## config.mk

```make
export PLATFORM = sky130hd
export DESIGN_NAME = trigger_delay
export DESIGN_NICKNAME = d
export VERILOG_FILES = /design/src/rtl/trigger_delay.sv
export SDC_FILE = /design/constraint.sdc
export NUM_CORES = 1
export LEC_CHECK = 0
export BUFFER_PORTS_ARGS = -buffer_cell sky130_fd_sc_hd__buf_2
export CELL_PAD_IN_SITES_DETAIL_PLACEMENT = 1
export CELL_PAD_IN_SITES_GLOBAL_PLACEMENT = 2
export CORE_ASPECT_RATIO = 0.5
export CORE_MARGIN = 4
export CORE_UTILIZATION = 32
export CTS_CLUSTER_SIZE = 30
export DETAILED_ROUTE_END_ITERATION = 10
export PLACE_DENSITY = 0.73
export SYNTH_ARGS = -nofsm -noshare
export SYNTH_HDL_FRONTEND = slang
export SYNTH_SLANG_ARGS = --single-unit
```

## constraint.sdc

```tcl
create_clock -name clk -period 1.9 [get_ports clk]
set_input_delay 0.285 -clock clk [delete_from_list [all_inputs] [get_ports clk]]
set_output_delay 0.285 -clock clk [all_outputs]
set_load 0.05 [all_outputs]
```

## src/rtl/trigger_delay.sv

```systemverilog
// Delays a trigger rising edge by a programmable number of target-clock rising
// edges, then emits a pulse lasting TRIG_CYCLES target-clock periods.
`timescale 1ns / 1ps

module trigger_delay #(
  parameter int unsigned TRIG_CYCLES = 1
) (
  input  logic        clk,
  input  logic        rst,
  input  logic        trigger,
  input  logic        clean_target_clock,
  input  logic [31:0] delay,
  input  logic        set_delay,
  output logic        delayed_trigger
);

  localparam logic [1:0]  IDLE       = 2'd0;
  localparam logic [1:0]  WAIT       = 2'd1;
  localparam logic [1:0]  FIRE       = 2'd2;
  localparam logic [15:0] LAST_PULSE = 16'(TRIG_CYCLES - 1);

  logic [1:0]  state_q, state_d;
  logic [31:0] delay_reg_q, delay_reg_d;
  logic [31:0] remaining_q, remaining_d;
  logic [15:0] pulse_cnt_q, pulse_cnt_d;
  logic        trig_q;
  logic        tgt_q;
  logic        out_q;

  logic        trig_edge;
  logic        tgt_edge;

  // The target clock is treated as plain data; its rising edges are the time base.
  assign trig_edge = trigger & ~trig_q;
  assign tgt_edge  = clean_target_clock & ~tgt_q;

  always_comb begin
    state_d     = state_q;
    remaining_d = remaining_q;
    pulse_cnt_d = pulse_cnt_q;
    delay_reg_d = set_delay ? delay : delay_reg_q;

    // A running sequence keeps its own snapshot in remaining, so reloading
    // delay_reg mid-sequence only affects the next trigger.
    case (state_q)
      IDLE: begin
        if (trig_edge) begin
          pulse_cnt_d = '0;
          if (delay_reg_q == '0) begin
            state_d = FIRE;
          end else begin
            state_d     = WAIT;
            remaining_d = delay_reg_q;
          end
        end
      end
      WAIT: begin
        if (tgt_edge && (remaining_q != '0)) begin
          remaining_d = remaining_q - 32'd1;
          if (remaining_q == 32'd1) begin
            state_d     = FIRE;
            pulse_cnt_d = '0;
          end
        end
      end
      FIRE: begin
        if (tgt_edge) begin
          pulse_cnt_d = pulse_cnt_q + 16'd1;
          if (pulse_cnt_q == LAST_PULSE) begin
            state_d = IDLE;
          end
        end
      end
      default: begin
        state_d = IDLE;
      end
    endcase
  end

  always_ff @(posedge clk) begin
    if (rst) begin
      state_q     <= IDLE;
      delay_reg_q <= '0;
      remaining_q <= '0;
      pulse_cnt_q <= '0;
      trig_q      <= 1'b0;
      tgt_q       <= 1'b0;
      out_q       <= 1'b0;
    end else begin
      state_q     <= state_d;
      delay_reg_q <= delay_reg_d;
      remaining_q <= remaining_d;
      pulse_cnt_q <= pulse_cnt_d;
      trig_q      <= trigger;
      tgt_q       <= clean_target_clock;
      out_q       <= (state_d == FIRE);
    end
  end

  assign delayed_trigger = out_q;

endmodule

```

* After elaboration in Yosys (flattened, before gate mapping) *
Cells that the tools add are included.
W data, S select, Z words.

storage, ports and cells
  register bits after elaboration = 85
  input port bits = 37
  output and inout port bits = 1
  word-level logic and storage cells = 47

cells by class
  add/sub/neg operators = 2
  eq/ne operators = 9
  multiplexer cells = 16
  bitwise gates (word level) = 4
  reduce and logical (&&, ||, !) cells = 9

operators by type and width
  kind                     number
  $mux W32                 3
  $mux W16                 4
  $pmux W32 S2             1
  $pmux W16 S3             1
  $eq A32 B1 Y1 const B    1
  $logic_not A32 Y1        1
  $reduce_bool A32 Y1      1
  $sub A32 B1 Y32 const B  1
  $add A16 B1 Y16 const B  1
  $logic_not A16 Y1        1
  $mux W2                  6
  $ne A2 B2 Y1 const B     5
  $pmux W2 S3              1
  $reduce_and A5 Y1        1
  $eq A2 B2 Y1 const B     2
  $reduce_and A4 Y1        1
  $reduce_bool A3 Y1       1
  $and A1 B1 Y1            2
  $eq A2 B1 Y1 const B     1
  $logic_not A2 Y1         1
  $not A1 Y1               2
  $reduce_bool A2 Y1       1
  $logic_and A1 B1 Y1      1

* Depth between registers and ports, before layout *
  depth after elaboration = 6
  depth in mapped cells = 9
  gate-level depth less buffers = 8

* Worst setup path after synthesis *
OpenSTA, ideal clock, no wires.

  kind = register to register
  start point = register remaining_q[10]
  end point = register pulse_cnt_q[7]
  library setup time = 0.115 ns
  arrival = 2.016 ns
  required time = 1.785 ns
  path slack = -0.231 ns
  stages on the path, launching flop included = 9
  clock period less this slack = 2.131 ns
  cell sequence = dfxtp_1 > buf_6 > nor4_4 > nand4_1 > nor4_4 > buf_4 > o211ai_1 > xnor2_1 > and2_1

between the ends
  word-level cells in the longest chain between the ends = 4
  elaborated cells between the ends (all ways) = 6

RTL lines
  what                                  line  RTL
  start, declared                       24    logic [31:0] remaining_q, remaining_d;
  start signal, assigned                92    remaining_q <= remaining_d;
  $reduce_bool A32 Y1                   58    if (tgt_edge && (remaining_q != '0)) begin
  $logic_and A1 B1 Y1                   58
  $ne A2 B2 Y1 (no source line)         -
  $reduce_and A5 Y1 (no source line) *  -
  end signal, assigned                  93    pulse_cnt_q <= pulse_cnt_d;
  end, declared                         25    logic [15:0] pulse_cnt_q, pulse_cnt_d;

Mark *: on every way between the ends. The rest lies on a longest branch, timed or not.
A chain may end at the register's enable or synchronous reset.

* Worst setup path in the final report *
  start point = register delay_reg_q[1]
  end point = register state_q[0]

between the ends
  word-level cells in the longest chain between the ends = 4

RTL lines
  what                    line  RTL
  start, declared         23    logic [31:0] delay_reg_q, delay_reg_d;
  start signal, assigned  91    delay_reg_q <= delay_reg_d;
  $logic_not A32 Y1       49    if (delay_reg_q == '0) begin
  $mux W2                 49
  $mux W2                 47    if (trig_edge) begin
  $pmux W2 S3             45    case (state_q)
  end signal, assigned    90    state_q <= state_d;
  end, declared           22    logic [1:0] state_q, state_d;

Every way passes these cells.

==> impl_metrics.tcl <==
set metrics [dict create \
    whs_ps 161 \
    holdCritPathClass "input port to flip-flop" \
    cts_tree "built" \
    synthCells 533 \
    htree_levels 3 \
    use_met2_pct 31.7 \
    worst_setup_path_start_kind "flip-flop" \
    std_cell_rows 29 \
    netlist_top_cells_area "dfxtp_1, mux2i_1, a21oi_1" \
    num_antenna_cells 0 \
    fp.dieW_um 173 \
    cellLeakagePower_nw 2.80 \
    worstPathMaxFanout 2 \
    syn_area_um2 4370 \
    gr-total-overflow 0 \
    violations "setup timing" \
    cts.sinks 85 \
    num_vias 4524 \
    period_minus_slack_ps 2060 \
    synth-async-reset-ratio_pct 0 \
    clk_latency_ps 340 \
    period_share_pct 108 \
    ios 38 \
    gp_congestion 0.820 \
    yosysTopAreaCell "dfxtp_1" \
    die_h_um 90.6 \
    drc 0 \
    rsz0062_at_grt "true" \
    gr-usage-met3_pct 4.68 \
    grt_busiest_layer "met2" \
    cts.path.max_buffers 2 \
    worst-setup-path-type "flip-flop to flip-flop" \
    ys_warn_count 0 \
    antenna_found_initial 0 \
    synth_top_area_share_pct 38.9 \
    core_region_area_um2 13000 \
    ys_seq_area_share_pct 38.9 \
    initial_core_util_pct 33.6 \
    drive_gt1_share_pct 43.1 \
    synth_edf_count 0 \
    fin_ws_ps -161 \
    finalPower_w 0.00591 \
    avgRoutedWirePerCell_um 18.6 \
    syn-mean-instance-area_um2 8.20 \
    synth.most_common_cell "dfxtp_1" \
    grt_use_met1_pct 26.3 \
    slew_headroom_pct 64.0 \
    fin_area_um2 6790 \
    synth-main-ff-cell "dfxtp_1" \
    grt_usage_pct 19.4 \
    port_buffers 37 \
    wirelength_um 16100 \
    drtPass1Iterations 4 \
    ant_nets 0 \
    setup_viol 45 \
    numCtsBuffers 9 \
    detailed_place.area_um2 5600 \
    endpoint_kind "flip-flop" \
    fill_cells 1532 \
    cap_violations 0 \
    hpwl_um 9800 \
    grt_max_degree 71 \
    final-seq-area_um2 1720 \
    max_freq_ghz 0.485 \
    synth_common_cells "dfxtp_1, nor2_1, a21oi_1" \
    grt_pass1_vias 4706 \
    finalHoldViolations 0 \
    dieArea_um2 15700 \
    ir_drop_mv 0.394 \
    cp_data_arrival_time_ps 2270 \
    worstPathRequired_ps 2110 \
    synth_nets 575 \
    synth_seq_cells 85 \
    grt_pass1_wl_um 24900 \
    fin_nets 733 \
    vias_per_cell 5.22 \
    power.density_nw_per_um2 871 \
    clk_pin_slew_ps 70 \
    worstMarginPinSlew_ps 539 \
    slew_violations 0 \
    outcome "finished, violations left" \
    clock-root-buffer "clkbuf_16" \
    multi_input_area_um2 2970 \
    skew_ps 9.00 \
    drtIter0Drc 213 \
    postCtsHoldBufs 0 \
    syn2layout_area_growth_pct 55.3 \
    ys_types 47 \
]
-- final timing paths --
kind	slack [ps]	endpoint	cells past startpoint	start
worst max-delay path	-160	state_q[0]$_SDFF_PP0_	12	delay_reg_q[1]$_SDFFE_PP0P_
worst min-delay path	160	tgt_q$_SDFF_PP0_	2	clean_target_clock
worst max register to register	-160	state_q[0]$_SDFF_PP0_	12	delay_reg_q[1]$_SDFFE_PP0P_
worst min register to register	510	remaining_q[23]$_SDFFE_PP0P_	2	remaining_q[23]$_SDFFE_PP0P_
-- placed cells by master, fill, tap and decap left out, types with 6 or more instances in the layout --
| master | instances |
|---|---|
| nand3_1 | 6 |
| nor3_1 | 12 |
| buf_6 | 10 |
| dfxtp_2 | 11 |
| or2_4 | 6 |
| nor4_1 | 6 |
| buf_2 | 37 |
| and2_1 | 11 |
| nor4_4 | 11 |
| o21ai_0 | 16 |
| xnor2_1 | 8 |
| o21ai_2 | 10 |
| buf_12 | 10 |
| nor4_2 | 10 |
| dfxtp_1 | 73 |
| a21oi_1 | 54 |
| mux2i_1 | 33 |
| nand4_1 | 8 |
| clkbuf_16 | 12 |
| a21o_1 | 8 |
| nor2_1 | 73 |
| inv_1 | 9 |
| buf_4 | 116 |
| a22oi_1 | 10 |
| nand2_1 | 19 |
| or2_2 | 15 |
| o21ai_1 | 8 |
| a21oi_2 | 6 |
-- worst max-delay path: stages (launching register included) --
cell and delay (ps):
dfxtp_2 320, nor4_2 260, buf_4 150, nand4_1 200, o21ai_4 250, buf_6 120, buf_4 90, buf_4 100
buf_4 100, buf_4 100, buf_4 100, o21a_1 110, a211oi_1 40
-- logic make-up after synthesis --
logic type	Yosys count	share of synthesized area (%)
AOI/OAI and AO/OA	136	18.1
xor gates and xnor gates	13	2.61
adders and majority gates	5	1.43
buffers and inverters	43	4.12
DFF	85	38.9
muxes	33	7.56
and+or+nand+nor	218	27.2
-- state kept, by name, summed over array words and instances (netlist names) --
register / cells
delay_reg_q: 32
delayed_trigger: 1
pulse_cnt_q: 16
remaining_q: 32
state_q: 2
tgt_q: 1
trig_q: 1
-- stage by stage --
stage	TNS [ps]	worst slack, ps	cells	util, %
after floorplan	-164	-42.8	533	-
after global placement	-7590	-207	819	43.1
after detailed placement	-10540	-328	819	43.1
after CTS	-3950	-131	856	48.5
after global routing	-9700	-291	866	52.2
final	-4830	-161	866	52.2
-- power by group --
group	switching [W]	leakage [nW]	internal [W]
Sequential	0.0000920	0.700	0.00188
Clock	0.000812	0.140	0.000945
Combinational	0.00111	1.96	0.00107
-- what timing repair did --
item,in CTS,in global routing
gates cloned,5,3
pin swaps,13,59
gates resized for setup,29,110
setup endpoints to repair,50,51
buffers inserted,18,12
-- area by class of cell --
type                    count  area share [%]
repair buffers            181            22.9
flip-flops and latches     85            25.3
clock inverters             6           0.756
multi-input cells         405            43.8
clock buffers              10            3.52
well taps                 170            3.13
inverters                   9           0.498
-- layer usage --
| metal | share of wire (%) | wire (um) | vias to the layer above |
|---|---|---|---|
| met3 | 3.8 | 612 | 14 |
| li1 | - | - | 2234 |
| met2 | 48 | 7690 | 76 |
| met1 | 48 | 7710 | 2200 |
| met4 | 0.80 | 129 | 0 |
| met5 | 0 | 0 | - |
Note: power is estimated with default switching activity, not from simulation.
